==> src/rtl/ssp_fifo_pkg.sv <==
// ssp_fifo_pkg: shared FIFO defaults and the occupancy-counter width helper.
package ssp_fifo_pkg;
  localparam int DEF_WIDTH = 8;
  localparam int DEF_DEPTH = 4;
  function automatic int lvl_w(input int depth);
    return $clog2(depth + 1);
  endfunction
endpackage

==> src/rtl/ssp_fifo_mem.sv <==
// ssp_fifo_mem: unreset register array, one synchronous write port, one asynchronous read port.
module ssp_fifo_mem
  import ssp_fifo_pkg::*;
#(
  parameter int WIDTH = DEF_WIDTH,
  parameter int DEPTH = DEF_DEPTH
) (
  input  logic                     clk_i,
  input  logic                     we_i,
  input  logic [$clog2(DEPTH)-1:0] wa_i,
  input  logic [WIDTH-1:0]         wd_i,
  input  logic [$clog2(DEPTH)-1:0] ra_i,
  output logic [WIDTH-1:0]         rd_o
);
  logic [WIDTH-1:0] mem_q [DEPTH];
  always_ff @(posedge clk_i)
    if (we_i) mem_q[wa_i] <= wd_i;
  assign rd_o = mem_q[ra_i];
endmodule

==> src/rtl/ssp_fifo.sv <==
// ssp_fifo: parametrised synchronous FIFO with level, threshold flags, sticky errors, flush and read-valid strobe.
module ssp_fifo
  import ssp_fifo_pkg::*;
#(
  parameter int WIDTH     = DEF_WIDTH,
  parameter int DEPTH     = DEF_DEPTH,
  parameter int AE_THRESH = 1,
  parameter int AF_THRESH = DEPTH - 1
) (
  input  logic                      clk_i,
  input  logic                      rst_i,
  input  logic                      flush,
  input  logic                      write,
  input  logic [WIDTH-1:0]          write_d,
  input  logic                      read,
  output logic [WIDTH-1:0]          read_d,
  output logic                      read_valid,
  output logic [lvl_w(DEPTH)-1:0]   level,
  output logic                      empty,
  output logic                      full,
  output logic                      almost_empty,
  output logic                      almost_full,
  output logic                      overflow,
  output logic                      underflow
);
  localparam int AW = $clog2(DEPTH);
  localparam int LW = lvl_w(DEPTH);
  logic [AW-1:0] wp_q, wp_d, rp_q, rp_d;
  logic [LW-1:0] level_q, level_d;
  logic [WIDTH-1:0] read_d_q, read_d_d, mem_rd;
  logic rv_q, rv_d, ovf_q, ovf_d, unf_q, unf_d;
  logic wr_ok, rd_ok, bypass, wr_mem, rd_mem;
  assign empty        = level_q == '0;
  assign full         = level_q == LW'(DEPTH);
  assign almost_empty = int'(level_q) <= AE_THRESH;
  assign almost_full  = int'(level_q) >= AF_THRESH;
  assign wr_ok  = write & (~full | read);
  assign rd_ok  = read & (~empty | write);
  // an empty FIFO hands the incoming word straight to read_d without storing it
  assign bypass = wr_ok & rd_ok & empty;
  assign wr_mem = wr_ok & ~bypass;
  assign rd_mem = rd_ok & ~bypass;
  ssp_fifo_mem #(.WIDTH(WIDTH), .DEPTH(DEPTH)) u_mem (
    .clk_i(clk_i),
    .we_i (wr_mem & ~flush),
    .wa_i (wp_q),
    .wd_i (write_d),
    .ra_i (rp_q),
    .rd_o (mem_rd)
  );
  always_comb begin
    wp_d     = wr_mem ? wp_q + AW'(1) : wp_q;
    rp_d     = rd_mem ? rp_q + AW'(1) : rp_q;
    level_d  = level_q + LW'(wr_mem) - LW'(rd_mem);
    read_d_d = bypass ? write_d : rd_mem ? mem_rd : read_d_q;
    rv_d     = rd_ok;
    ovf_d    = ovf_q | (write & ~wr_ok);
    unf_d    = unf_q | (read & ~rd_ok);
  end
  always_ff @(posedge clk_i or posedge rst_i) begin
    if (rst_i) begin
      wp_q     <= '0;
      rp_q     <= '0;
      level_q  <= '0;
      read_d_q <= '0;
      rv_q     <= 1'b0;
      ovf_q    <= 1'b0;
      unf_q    <= 1'b0;
    end else if (flush) begin
      wp_q    <= '0;
      rp_q    <= '0;
      level_q <= '0;
      rv_q    <= 1'b0;
      ovf_q   <= 1'b0;
      unf_q   <= 1'b0;
    end else begin
      wp_q     <= wp_d;
      rp_q     <= rp_d;
      level_q  <= level_d;
      read_d_q <= read_d_d;
      rv_q     <= rv_d;
      ovf_q    <= ovf_d;
      unf_q    <= unf_d;
    end
  end
  assign read_d     = read_d_q;
  assign read_valid = rv_q;
  assign level      = level_q;
  assign overflow   = ovf_q;
  assign underflow  = unf_q;
endmodule

==> config.mk <==
export PLATFORM = sky130hd
export DESIGN_NAME = ssp_fifo
export DESIGN_NICKNAME = d
export VERILOG_FILES = /design/src/rtl/ssp_fifo_pkg.sv /design/src/rtl/ssp_fifo_mem.sv /design/src/rtl/ssp_fifo.sv
export SDC_FILE = /design/constraint.sdc
export NUM_CORES = 1
export LEC_CHECK = 0
export BUFFER_PORTS_ARGS = -buffer_cell sky130_fd_sc_hd__buf_2
export CAP_MARGIN = 20
export CORE_UTILIZATION = 59
export DETAILED_ROUTE_END_ITERATION = 10
export HOLD_SLACK_MARGIN = 0.15
export PLACE_DENSITY = 0.78
export REMOVE_ABC_BUFFERS = 1
export SYNTH_ARGS = -nofsm -noshare
export SYNTH_HDL_FRONTEND = slang
export SYNTH_HIERARCHICAL = 1
export SYNTH_SLANG_ARGS = --single-unit
==> constraint.sdc <==
create_clock -name clk_i -period 5 [get_ports clk_i]
set_input_delay 1 -clock clk_i [delete_from_list [all_inputs] [get_ports clk_i]]
set_output_delay 1 -clock clk_i [all_outputs]
set_load 0.05 [all_outputs]
# Word-level counts from Yosys, hierarchy flattened
# Memories as Yosys holds them, arrays and structs flattened.
# Index checks and enable logic that the tools add are counted.
classes:
  n_addsub: 4
  n_lt_le_gt_ge: 2
  eq_ne: 1
  n_mux: 12
  bitwise: 19
  reduce_logical: 5
op_table:
  columns: ["operator", "n"]
  rows:
  - ["$mux W8", 2]
  - ["$and A1 B1 Y1", 9]
  - ["$mux W2", 4]
  - ["$not A1 Y1", 6]
  - ["$reduce_bool A2 Y1", 3]
  - ["$mux W1", 5]
  - ["$add A2 B1 Y2 const B", 2]
  - ["$or A1 B1 Y1", 4]
  - ["$add A3 B1 Y3", 1]
  - ["$eq A3 B3 Y1 const B", 1]
  - ["$ge A3 B2 Y1 const B", 1]
  - ["$le A3 B1 Y1 const B", 1]
  - ["$logic_not A3 Y1", 1]
  - ["$mux W3", 1]
  - ["$sub A3 B1 Y3", 1]
  - ["$reduce_and A2 Y1", 1]
word_totals:
  register_bits: 18
  mem_bits_rw: 32
  in_bits: 13
  out_inout_bits: 18
  mem_count: 1
memory_table:
  columns: ["memory", "depth", "width", "rd", "rd_clocked_by_memory_dff", "write_ports", "line_no", "source"]
  rows:
  - ["u_mem.mem_q", 4, 8, 1, 0, 1, "ssp_fifo_mem.sv:15", "logic [WIDTH-1:0] mem_q [DEPTH];"]

# Logic depth before layout (Yosys ltp)
depth:
  word_depth: 11
  depth_mapped: 10
  mapped_depth_nobuf: 9

# Hierarchy
# Netlist, hierarchy kept.
by_module_without_submodules:
  columns: ["mod", "n_inst", "cells_each", "area_per_inst_um2"]
  rows:
  - ["ssp_fifo_mem", 1, 46, 1188.6]
  - ["ssp_fifo", 1, 93, 1026.0]

# Least setup slack after synthesis
# Ideal clock, no wire load.
synth_timing:
  path_type: "reg2out"
  start: "reg level_q[2], in the netlist level[2]"
  end: "out full"
  arrival_time_ns: 1.998
  path_slack_ns: 2.002
  stages_incl_launch_ff: 2
  path_buffers: 0
  path_cell_list: "dfrtp_1 > nor3b_1"
synth_between:
  elab_chain_cells: 1
synth_lines:
  columns: ["element", "line_no", "source"]
  rows:
  - ["from (decl)", "ssp_fifo.sv:29", "logic [LW-1:0] level_q, level_d;"]
  - ["from (signal assigned)", "ssp_fifo.sv:79", "level_q <= level_d;"]
  - ["$eq A3 B3 Y1", "ssp_fifo.sv:34", "assign full = level_q == LW'(DEPTH);"]
  - ["to (decl)", "ssp_fifo.sv:20", "output logic full,"]
# No other way between the ends.

# Worst setup path after layout
layout_timing:
  start: "reg level_q[1], in the netlist level[1]"
  end: "out almost_empty"
layout_between:
  elab_chain_cells: 1
layout_lines:
  columns: ["element", "line_no", "source"]
  rows:
  - ["$le A3 B1 Y1", "ssp_fifo.sv:35", "assign almost_empty = int'(level_q) <= AE_THRESH;"]
  - ["to (decl)", "ssp_fifo.sv:21", "output logic almost_empty,"]
# No other way between the ends.

==> metrics.md <==
| Metric | Value |
|---|---|
| Pwr Density | `604 mW/mm²` |
| Clk sinks | `50` |
| Post-CTS Resized | `0` |
| Minimum hold slack | `0.499 ns` |
| DRC | `0` |
| Postcts setup bufs | `0` |
| Post-synth top area share | `43.4%` |
| Floorplan core area | `0.00347 mm²` |
| Hold depth | `2` |
| Number of global-route vias before repair | `between 1k and 1.5k` |
| Tot Pwr | `about 1500 µW` |
| Main synth FF type | `edfxtp_1` |
| DIE WIDTH | `around 63 µm` |
| Final Routed Wirelength | `3.95 mm` |
| Final GP Congestion | `approximately 0.73` |
| Crit-path slowest cell | `dfrtp_1` |
| CTS Buf Count | `5` |
| Worst IR Drop VDD | `0.329 mV` |
| Post-synth top area cell | `edfxtp_1` |
| H-tree levels | `2` |
| Clock root cell | `clkbuf_8` |
| Achievable Freq | `0.378 GHz` |
| Via count | `between 1k and 1.5k` |
| Dpl hpwl | `2.71 mm` |
| Crit. End Element | `output pin` |
| Syn-to-layout area delta | `11.5%` |
| Max_slew headroom | `just over 50%` |
| Vias per cell | `5.97` |
| Initial Util | `63.9%` |
| IO buf count | `30` |
| Slew @ Worst Pin | `0.717 ns` |
| Max-slew violation count | `0` |
| EDFF count, synth | `32` |
| Largest net degree at the start of global routing | `19` |
| Final Critical Period | `2.65 ns` |
| Die Ht | `63.3 µm` |
| Ant. Diodes | `0` |
| Startpoint types | `flip-flop` |
| Die area | `0.00400 mm²` |
| Post-synth top cells | `edfxtp_1 (32), dfrtp_1 (18)` |
| Post-Syn Instances | `139` |
| Worst-path fanout max | `11` |
| RSZ-0062 raised after global routing | `no` |
| Top-count cell post-synth | `edfxtp_1` |
| Top-Level Pins | `31` |
| Worst path cell trace | `inv_1 -> ha_1 -> nand2_1 -> a32o_1 -> buf_2` |
| Cell family with most CP delay | `flip-flops` |
| # rows | `21` |
| # setup viols final | `0` |
| Drt first pass iters | `4` |
| Synth Cell Area | `0.00221 mm²` |
| Reg2reg path depth | `9` |
| Pre-CTS setup slack | `1.80 ns` |
| Yosys warning count | `6` |
| Buf/Inv on CP | `2` |
| GRT Total Usage | `22.4%` |
| Bufs on Longest Clock Path | `2` |
| Final total negative setup slack | `0 ns` |
| Slowest stage delay, CP | `0.57 ns` |
| Drt wl/cell | `18.1 µm` |
| First-pass GRT wire length | `6.50 mm` |
| Mean Syn Cell Area | `15.9 µm²` |
| CTS tree | `built` |
| Worst Path Class, Setup | `flip-flop to output pin` |
| Data required, critical path | `4.00 ns` |
| Post-layout nets | `190` |
| Worst Hold Class | `flip-flop to flip-flop` |
| Initial antenna violation count | `0` |
| Seq cells post-synth | `50` |
| Layout fillers | `256` |
| Synth async-reset ratio | `roughly 36%` |
| Total gr overflow | `0` |
| Post-cts hold buffer count | `0` |
| Share of layout cells above drive strength 1 | `33.1%` |
| Static leakage power | `between 0.0009 and 0.001 µW` |
| Outcome | `complete, no violations` |
| Final Skew | `0.00407 ns` |
| Drt initial violations | `45` |
| Top cells by area, synth | `edfxtp_1 (43%), dfrtp_1 (20%), mux4_2 (8.1%)` |
| Clock Latency Late Sink | `0.30 ns` |
| DRT antenna net count | `0` |
| Final period utilization | `52.9%` |
| Worst EP arrival | `approximately 1.6 ns` |
| Clock transition at path regs | `0.08 ns` |
| Sequential cell area fraction in the yosys report | `63.7%` |
| CP Depth | `5` |
| Final Hold Fails | `0` |
| Post-synthesis cell type count | `37` |
| Max Cap Viol | `0` |
| Final WS setup | `2.36 ns` |
==> cells by family after synthesis <==
kind of cell               count (synthesis)  synth area share, %
and+or+nand+nor                           31                 8.76
buffers and inverters                     15                 3.67
AOI/OAI and AO/OA                         26                 10.8
xor gates and xnor gates                   3                 1.19
DFF                                       50                 63.7
adders and majority gates                  6                 3.73
muxes                                      8                 8.14
==> worst paths after layout <==
| check | end | start | slack (ns) |
|---|---|---|---|
| worst max register to register | level[2]$_DFF_PP0_ | level[1]$_DFF_PP0_ | 2.67 |
| worst min-delay path | underflow$_DFF_PP0_ | underflow$_DFF_PP0_ | 0.50 |
| max in group asynchronous | underflow$_DFF_PP0_ | rst_i | 3.73 |
| min in group asynchronous | read_d[2]$_DFFE_PP0P_ | rst_i | 0.81 |
| worst min register to register | underflow$_DFF_PP0_ | underflow$_DFF_PP0_ | 0.50 |
| worst max-delay path | almost_empty | level[1]$_DFF_PP0_ | 2.36 |
==> flip-flops by register name, summed over array words and instances, names as in the netlist <==
signal / cells
read_d: 8
u_mem/mem_q: 32
wp_q: 2
rp_q: 2
underflow: 1
read_valid: 1
overflow: 1
level: 3
==> worst min-delay path, stage by stage (launching register included) <==
cell,delay (ns)
dfrtp_1,0.35
a21oi_1,0.04
nor2_1,0.07
==> cell type report <==
cell class	instances	area (µm²)	share of cell area [%]
clock buffer	6	72.6	2.94
clock inverter	2	13.8	0.557
inverter	8	30.0	1.22
multi-input combinational	74	722	29.2
sequential	50	1410	57.1
tap	46	57.6	2.33
timing repair buffer	32	163	6.59
==> layer usage <==
metal	routed length (µm)	GRT usage, %	vias up
met1	1680	30.9	643
met2	1880	34.5	47
met4	58	7.67	0
met5	0	0	-
met3	323	6.52	7
li1	-	-	605
==> where the power goes <==
part	total (µW)	internal [µW]	leakage (µW)	switching [µW]
Sequential	604	521	0.000509	83.3
Combinational	663	237	0.000411	426
Clock	223	98.7	0.0000452	125
Total	1490	857	0.000966	634
==> through the flow <==
stage,cells,utilization (%),area [µm²]
global placement,209,68.6,2380
detailed placement,209,68.6,2380
CTS,217,71.1,2460
finish,218,71.2,2470
floorplan,132,-,2160
global route,218,71.2,2470
==> layout by cell type (no fill, tap or decap), types with 5 or more instances in the layout <==
cell       instances
a2bb2oi_1          8
inv_1              8
nand2_1            5
edfxtp_1          32
o22ai_2            8
clkbuf_8           5
buf_2             31
dfrtp_1           18
ha_1               5
mux4_2             8
nor2_1             8
(Power assumes the default switching activity.)
